**src/rtl/serial_substractor.sv**
```systemverilog
// Bit-serial WIDTH-bit subtractor: one full-subtractor cell plus a borrow flop,
// DIFF = A - B - BIN produced LSB first over WIDTH cycles with start/busy/done.
module serial_substractor #(
  parameter int WIDTH = 8
) (
  input  logic             CLK,
  input  logic             RST,
  input  logic             START,
  input  logic [WIDTH-1:0] A,
  input  logic [WIDTH-1:0] B,
  input  logic             BIN,
  output logic             BUSY,
  output logic             DONE,
  output logic [WIDTH-1:0] DIFF,
  output logic             BORROW,
  output logic             OVF
);

  localparam int CNT_W = $clog2(WIDTH);

  typedef enum logic [1:0] {
    IDLE,
    RUN,
    FIN
  } state_t;

  state_t state, state_next;

  logic [WIDTH-1:0] sa;
  logic [WIDTH-1:0] sb;
  logic [WIDTH-2:0] sd;
  logic             br;
  logic [CNT_W-1:0] cnt;

  logic             d_bit;
  logic             b_bit;
  logic             last_bit;
  logic [WIDTH-1:0] sd_shifted;

  assign d_bit      = sa[0] ^ sb[0] ^ br;
  assign b_bit      = (~sa[0] & sb[0]) | (~(sa[0] ^ sb[0]) & br);
  assign last_bit   = (cnt == CNT_W'(WIDTH - 1));
  // The final bit completes the result without waiting for another shift.
  assign sd_shifted = {d_bit, sd};

  always_ff @(posedge CLK) begin
    if (RST) state <= IDLE;
    else     state <= state_next;
  end

  always_comb begin
    state_next = state;
    BUSY       = 1'b0;
    DONE       = 1'b0;
    case (state)
      IDLE: if (START) state_next = RUN;
      RUN: begin
        BUSY = 1'b1;
        if (last_bit) state_next = FIN;
      end
      FIN: begin
        DONE       = 1'b1;
        state_next = IDLE;
      end
      default: state_next = IDLE;
    endcase
  end

  always_ff @(posedge CLK) begin
    if (RST) begin
      sa     <= '0;
      sb     <= '0;
      sd     <= '0;
      br     <= 1'b0;
      cnt    <= '0;
      DIFF   <= '0;
      BORROW <= 1'b0;
      OVF    <= 1'b0;
    end else begin
      case (state)
        IDLE: begin
          if (START) begin
            sa  <= A;
            sb  <= B;
            br  <= BIN;
            sd  <= '0;
            cnt <= '0;
          end
        end
        RUN: begin
          sa  <= sa >> 1;
          sb  <= sb >> 1;
          br  <= b_bit;
          sd  <= sd_shifted[WIDTH-1:1];
          cnt <= last_bit ? '0 : cnt + CNT_W'(1);
          // br here is still the borrow into the MSB stage.
          if (last_bit) begin
            DIFF   <= sd_shifted;
            BORROW <= b_bit;
            OVF    <= br ^ b_bit;
          end
        end
        default: ;
      endcase
    end
  end

endmodule

```
**config.mk**
```make
export PLATFORM = sky130hd
export DESIGN_NAME = serial_substractor
export DESIGN_NICKNAME = d
export VERILOG_FILES = /design/src/rtl/serial_substractor.sv
export SDC_FILE = /design/constraint.sdc
export NUM_CORES = 1
export LEC_CHECK = 0
export ABC_CLOCK_PERIOD_IN_PS = 1450
export CAP_MARGIN = 10
export CORE_ASPECT_RATIO = 0.5
export CORE_MARGIN = 2
export CORE_UTILIZATION = 51
export CTS_CLUSTER_SIZE = 40
export DETAILED_ROUTE_END_ITERATION = 6
export MAX_ROUTING_LAYER = met4
export PLACE_DENSITY_LB_ADDON = 0.2
export SETUP_SLACK_MARGIN = 0.2
export SLEW_MARGIN = 20
export SYNTH_ARGS = -nofsm -noshare
export SYNTH_HDL_FRONTEND = slang
export SYNTH_SLANG_ARGS = --single-unit
```
**constraint.sdc**
```tcl
create_clock -name CLK -period 1.45 [get_ports CLK]
set_input_delay 0.145 -clock CLK [delete_from_list [all_inputs] [get_ports CLK]]
set_output_delay 0.145 -clock CLK [all_outputs]
set_load 0.005 [all_outputs]
```
Yosys cells after proc, flatten, opt, wreduce, memory -nomap -nowiden
Index checks and enable logic that the tools add are counted.
W data, S select, Z words.
{"block": "word_totals", "register_bits": 39, "latch_bits": 0, "mem_bits_rw": 0, "romBits": 0, "inputBits": 20, "wordCells": 44, "mem_count": 0}
{"block": "classes", "add_sub_neg": 1, "n_mul": 0, "div": 0, "n_lt_le_gt_ge": 0, "n_eq_ne": 5, "n_shift": 0, "mux": 16, "bitwise": 8, "reduce_logical": 5}
{"op": "$pmux W8 S2", "n": 2}
{"op": "$mux W8", "n": 2}
{"op": "$pmux W7 S2", "n": 1}
{"op": "$mux W7", "n": 1}
{"op": "$mux W3", "n": 2}
{"op": "$pmux W3 S2", "n": 1}
{"op": "$reduce_and A2 Y1", "n": 3}
{"op": "$mux W2", "n": 2}
{"op": "$ne A2 B2 Y1 const B", "n": 2}
{"op": "$pmux W2 S2", "n": 1}
{"op": "$add A3 B1 Y3 const B", "n": 1}
{"op": "$eq A3 B3 Y1 const B", "n": 1}
{"op": "$mux W1", "n": 3}
{"op": "$xor A1 B1 Y1", "n": 3}
{"op": "$and A1 B1 Y1", "n": 2}
{"op": "$eq A2 B1 Y1 const B", "n": 1}
{"op": "$eq A2 B2 Y1 const B", "n": 1}
{"op": "$logic_not A2 Y1", "n": 1}
{"op": "$not A1 Y1", "n": 2}
{"op": "$pmux W1 S2", "n": 1}
{"op": "$reduce_bool A2 Y1", "n": 1}
{"op": "$or A1 B1 Y1", "n": 1}

Longest topological paths before layout
{"block": "depth", "ltp_word": 5, "mapped_depth": 6}

Least setup slack after synthesis
No wires, ideal clock.
{"block": "synth_timing", "kind": "register to register", "startpoint": "register cnt[0]", "endpoint": "register BORROW", "arrival_ns": 1.204, "required_ns": 1.369, "path_slack_ns": 0.165, "path_stages_with_launch": 6, "path_buffers": 1, "synth_period_minus_slack_ns": 1.285, "path_cell_list": "dfxtp_1 ha_1 ha_1 and3b_1 buf_6 a211oi_2"}
{"block": "synth_via", "elab_chain_len": 2}
{"item": "start: declaration", "line": "33", "rtl": "logic [CNT_W-1:0] cnt;"}
{"item": "start signal: assignment", "line": "95", "rtl": "cnt <= last_bit ? '0 : cnt + CNT_W'(1);"}
{"item": "$eq A3 B3 Y1", "line": "42", "rtl": "assign last_bit = (cnt == CNT_W'(WIDTH - 1));"}
{"item": "$reduce_and A2 Y1 (no source line)"}
{"item": "end signal: assignment", "line": "99", "rtl": "BORROW <= b_bit;"}
{"item": "end: declaration", "line": "15", "rtl": "output logic BORROW,"}
No other way between the ends.
A chain may end at the register's enable or synchronous reset.

Final worst setup path
{"block": "layout_timing", "startpoint": "register cnt[0]", "endpoint": "register DIFF[5]"}
{"block": "layout_via", "elab_chain_len": 2}
{"item": "$eq A3 B3 Y1", "line": "42"}
{"item": "$reduce_and A2 Y1 (no source line)"}
{"item": "end signal: assignment", "line": "98", "rtl": "DIFF <= sd_shifted;"}
{"item": "end: declaration", "line": "14", "rtl": "output logic [WIDTH-1:0] DIFF,"}
No other way between the ends.

==> flow_metrics.py <==
metrics = {
    "synthesis": {
        "avgSynthCellArea_um2": 9.83,
        "ys_seq_area_share_pct": 46.7,
        "synth_fp_nets": 193,
        "synth_cells": 170,
        "ys_ff_latch": 39,
        "netlist-cell-type-count": 26,
        "synth_area_um2": 1670,
        "yosysWarnings": 0,
    },
    "setup_path": {
        "worst_path_max_delay_cell": "dfxtp_2",
        "arrival_ns": 1.53,
        "crit_buf_inv": 1,
        "cp.required_ns": 1.68,
        "crit_path_start_kind": "flip-flop",
        "crit_chain": "ha_4 > ha_4 > and3b_2 > buf_8 > nand2_4 > a21oi_2",
        "crit_top_cell": "ha_4",
        "critPathMaxStageDelay_ns": 0.36,
        "worstPathMaxFanout": 7,
        "critPathKind": "reg -> reg",
        "critPathTopFamily": "flip-flops",
        "endpoint_kind": "flip-flop",
    },
    "clock_tree": {
        "cts_buffers": 5,
        "worstSkewPairLatency_ns": 0.30,
        "htreeDepth": 2,
        "cts-root-buf": "clkbuf_8",
        "clock_path_buffers": 2,
        "cts_tree": "yes",
        "clock_sinks": 39,
        "clk_pin_slew_ns": 0.09,
    },
    "timing": {
        "tightest_slew_ns": 0.530,
        "fin_hold_ws_ns": 0.453,
        "hold_violations": 0,
        "min_period_over_period_pct": 89.3,
        "period_needed_ns": 1.29,
        "fin_setup_tns_ns": 0,
        "clock_skew_ns": 0.0121,
        "rsz0062_at_grt": "yes",
        "final_max_slew_viol_count": 0,
        "slew_headroom_pct": 64.2,
        "final-setup-viol-count": 0,
        "fmax_ghz": 0.773,
    },
    "drt": {
        "drt-vias-per-instance": 5.35,
        "drt_wl_total_um": 3320,
        "dr.pass1.iters": 4,
        "routed-via-count": 1331,
        "drtIter0Drc": 70,
        "wl_per_cell_um": 13.3,
        "drc": 0,
        "ant_nets": 0,
    },
    "grt": {
        "grt_pass1_vias": 1210,
        "grt_max_degree": 40,
        "grt_use_met1_pct": 22.8,
        "met3_usage_pct": 5.60,
        "antenna_found_initial": 0,
        "grt-ovfl-total": 0,
        "top_usage_layer": "met2",
        "gr-usage-met2_pct": 31.7,
        "grt_usage_pct": 19.4,
        "grt_pass1_wl_um": 5470,
    },
    "power_and_ir_drop": {
        "irDropWorstVdd_mv": 0.869,
        "powerDensity_nw_per_um2": 1040,
        "power.leakage_nw": 0.918,
    },
    "finish": {
        "layout_common_cells": "dfxtp_1 (31), nor2_1 (28), clkdlybuf4s50_1 (19), mux2i_1 (14)",
        "layout-drive-gt1-share_pct": 29.7,
        "synthToLayoutAreaGrowth_pct": 38.2,
        "fin_area_um2": 2310,
        "layout_commonest_cell": "dfxtp_1",
        "fin_nets": 231,
        "antenna_cells": 0,
    },
    "die": {
        "die_h_um": 44.5,
        "die_area_um2": 3780,
        "die_x_um": 85.0,
        "ios": 32,
        "start_util_pct": 54.5,
        "fp.coreArea_um2": 3070,
        "num_rows": 14,
    },
    "placement": {
        "gp_congestion": 0.715,
        "dp_hpwl_um": 2070,
        "placed_area_um2": 2040,
        "io_buffers": 31,
    },
    "run": {
        "cap_violations": 0,
    },
    "run_status": {
        "status": "completed",
    },
    "worst_hold_path": {
        "hold_path_class": "reg -> reg",
    },
}
[metal layers]
| metal | wire length (µm) | vias up |
|---|---|---|
| li1 | - | 672 |
| met2 | 1530 | 31 |
| met3 | 162 | 6 |
| met5 | 0 | - |
| met1 | 1570 | 622 |
| met4 | 55 | 0 |
[cells in the mapped netlist]
library cell  number  share of area [%]
fa_1               1                1.2
dfxtp_1           39                 47
a211oi_1           5                2.2
o21ba_2            1               0.60
a2111oi_2          1               0.90
nor2_1            28                6.3
nand2_1           18                4.0
nand4bb_1          2                1.3
a32oi_1            1               0.52
clkbuf_1           3               0.67
a211oi_2          11                8.2
and3b_1            1               0.52
buf_6              5                3.4
buf_2              5                1.5
a21oi_1           12                3.6
a22oi_1            8                3.6
ha_1               2                1.5
clkbuf_2           1               0.30
inv_1              3               0.67
o21bai_1           1               0.45
nand3b_1           1               0.45
nor4b_1            2                1.0
mux2i_1           14                8.4
xnor2_1            1               0.52
o21ai_0            2               0.60
nor2b_1            2               0.75
[cells by family (layout without fill, tap and decap cells)]
| family | Yosys count | after routing | synth area share [%] |
|---|---|---|---|
| simple gates | 54 | 54 | 14.4 |
| compound gates | 42 | 42 | 20.7 |
| flops | 39 | 39 | 46.7 |
| buf+inv | 17 | 56 | 6.51 |
| mux | 14 | 14 | 8.38 |
| fa+ha+maj | 3 | 3 | 2.69 |
| xor+xnor | 1 | 1 | 0.524 |
[power breakdown]
group / internal, mW / switching (mW)
logic: 0.188 / 0.153
registers: 1.12 / 0.0316
clock network: 0.512 / 0.397
[through the flow]
stage / utilization [%] / power, mW / instances / setup slack [ns]
after floorplan: - / 1.37 / 170 / 0.205
after global placement: 66.7 / 1.46 / 236 / -0.102
after detailed placement: 66.7 / 1.47 / 236 / -0.206
after CTS: 73.6 / 2.37 / 248 / 0.186
after global routing: 75.3 / 2.49 / 249 / 0.105
final: 75.3 / 2.40 / 249 / 0.156
[layout make-up]
| cell class | instances | area (µm²) |
|---|---|---|
| multi-input cells | 114 | 885 |
| flip-flops and latches | 39 | 798 |
| fillers | 213 | 756 |
| repair buffers | 45 | 453 |
| clock buffers | 5 | 68.8 |
| well taps | 40 | 50.0 |
| clock inverters | 3 | 43.8 |
| inverters | 3 | 11.3 |
[path summary, 6_finish.rpt]
check	start	end	cells past startpoint	slack [ns]
worst min register to register	DIFF[0]$_SDFFE_PP0P_	DIFF[0]$_SDFFE_PP0P_	2	0.45
worst min-delay path	DIFF[0]$_SDFFE_PP0P_	DIFF[0]$_SDFFE_PP0P_	2	0.45
worst max-delay path	cnt[0]$_SDFFE_PP0P_	DIFF[5]$_SDFFE_PP0P_	6	0.16
worst max register to register	cnt[0]$_SDFFE_PP0P_	DIFF[5]$_SDFFE_PP0P_	6	0.16
[flip-flops by register name (all words and copies together), names as in the netlist]
register	flops
BORROW	1
DIFF	8
OVF	1
br	1
cnt	3
sa	8
sb	8
sd	7
state	2
[repair_timing]
action                     CTS  global route
gates resized for setup     42            11
buffers inserted             4             1
pin swaps                    9             7
setup endpoints to repair   49            26
hold buffers                 0             0
[worst register-to-register path: stages (launching register included)]
cell	delay, ns
dfxtp_2	0.36
ha_4	0.14
ha_4	0.15
and3b_2	0.24
buf_8	0.15
nand2_4	0.05
a21oi_2	0.13
(Power assumes the default switching activity.)
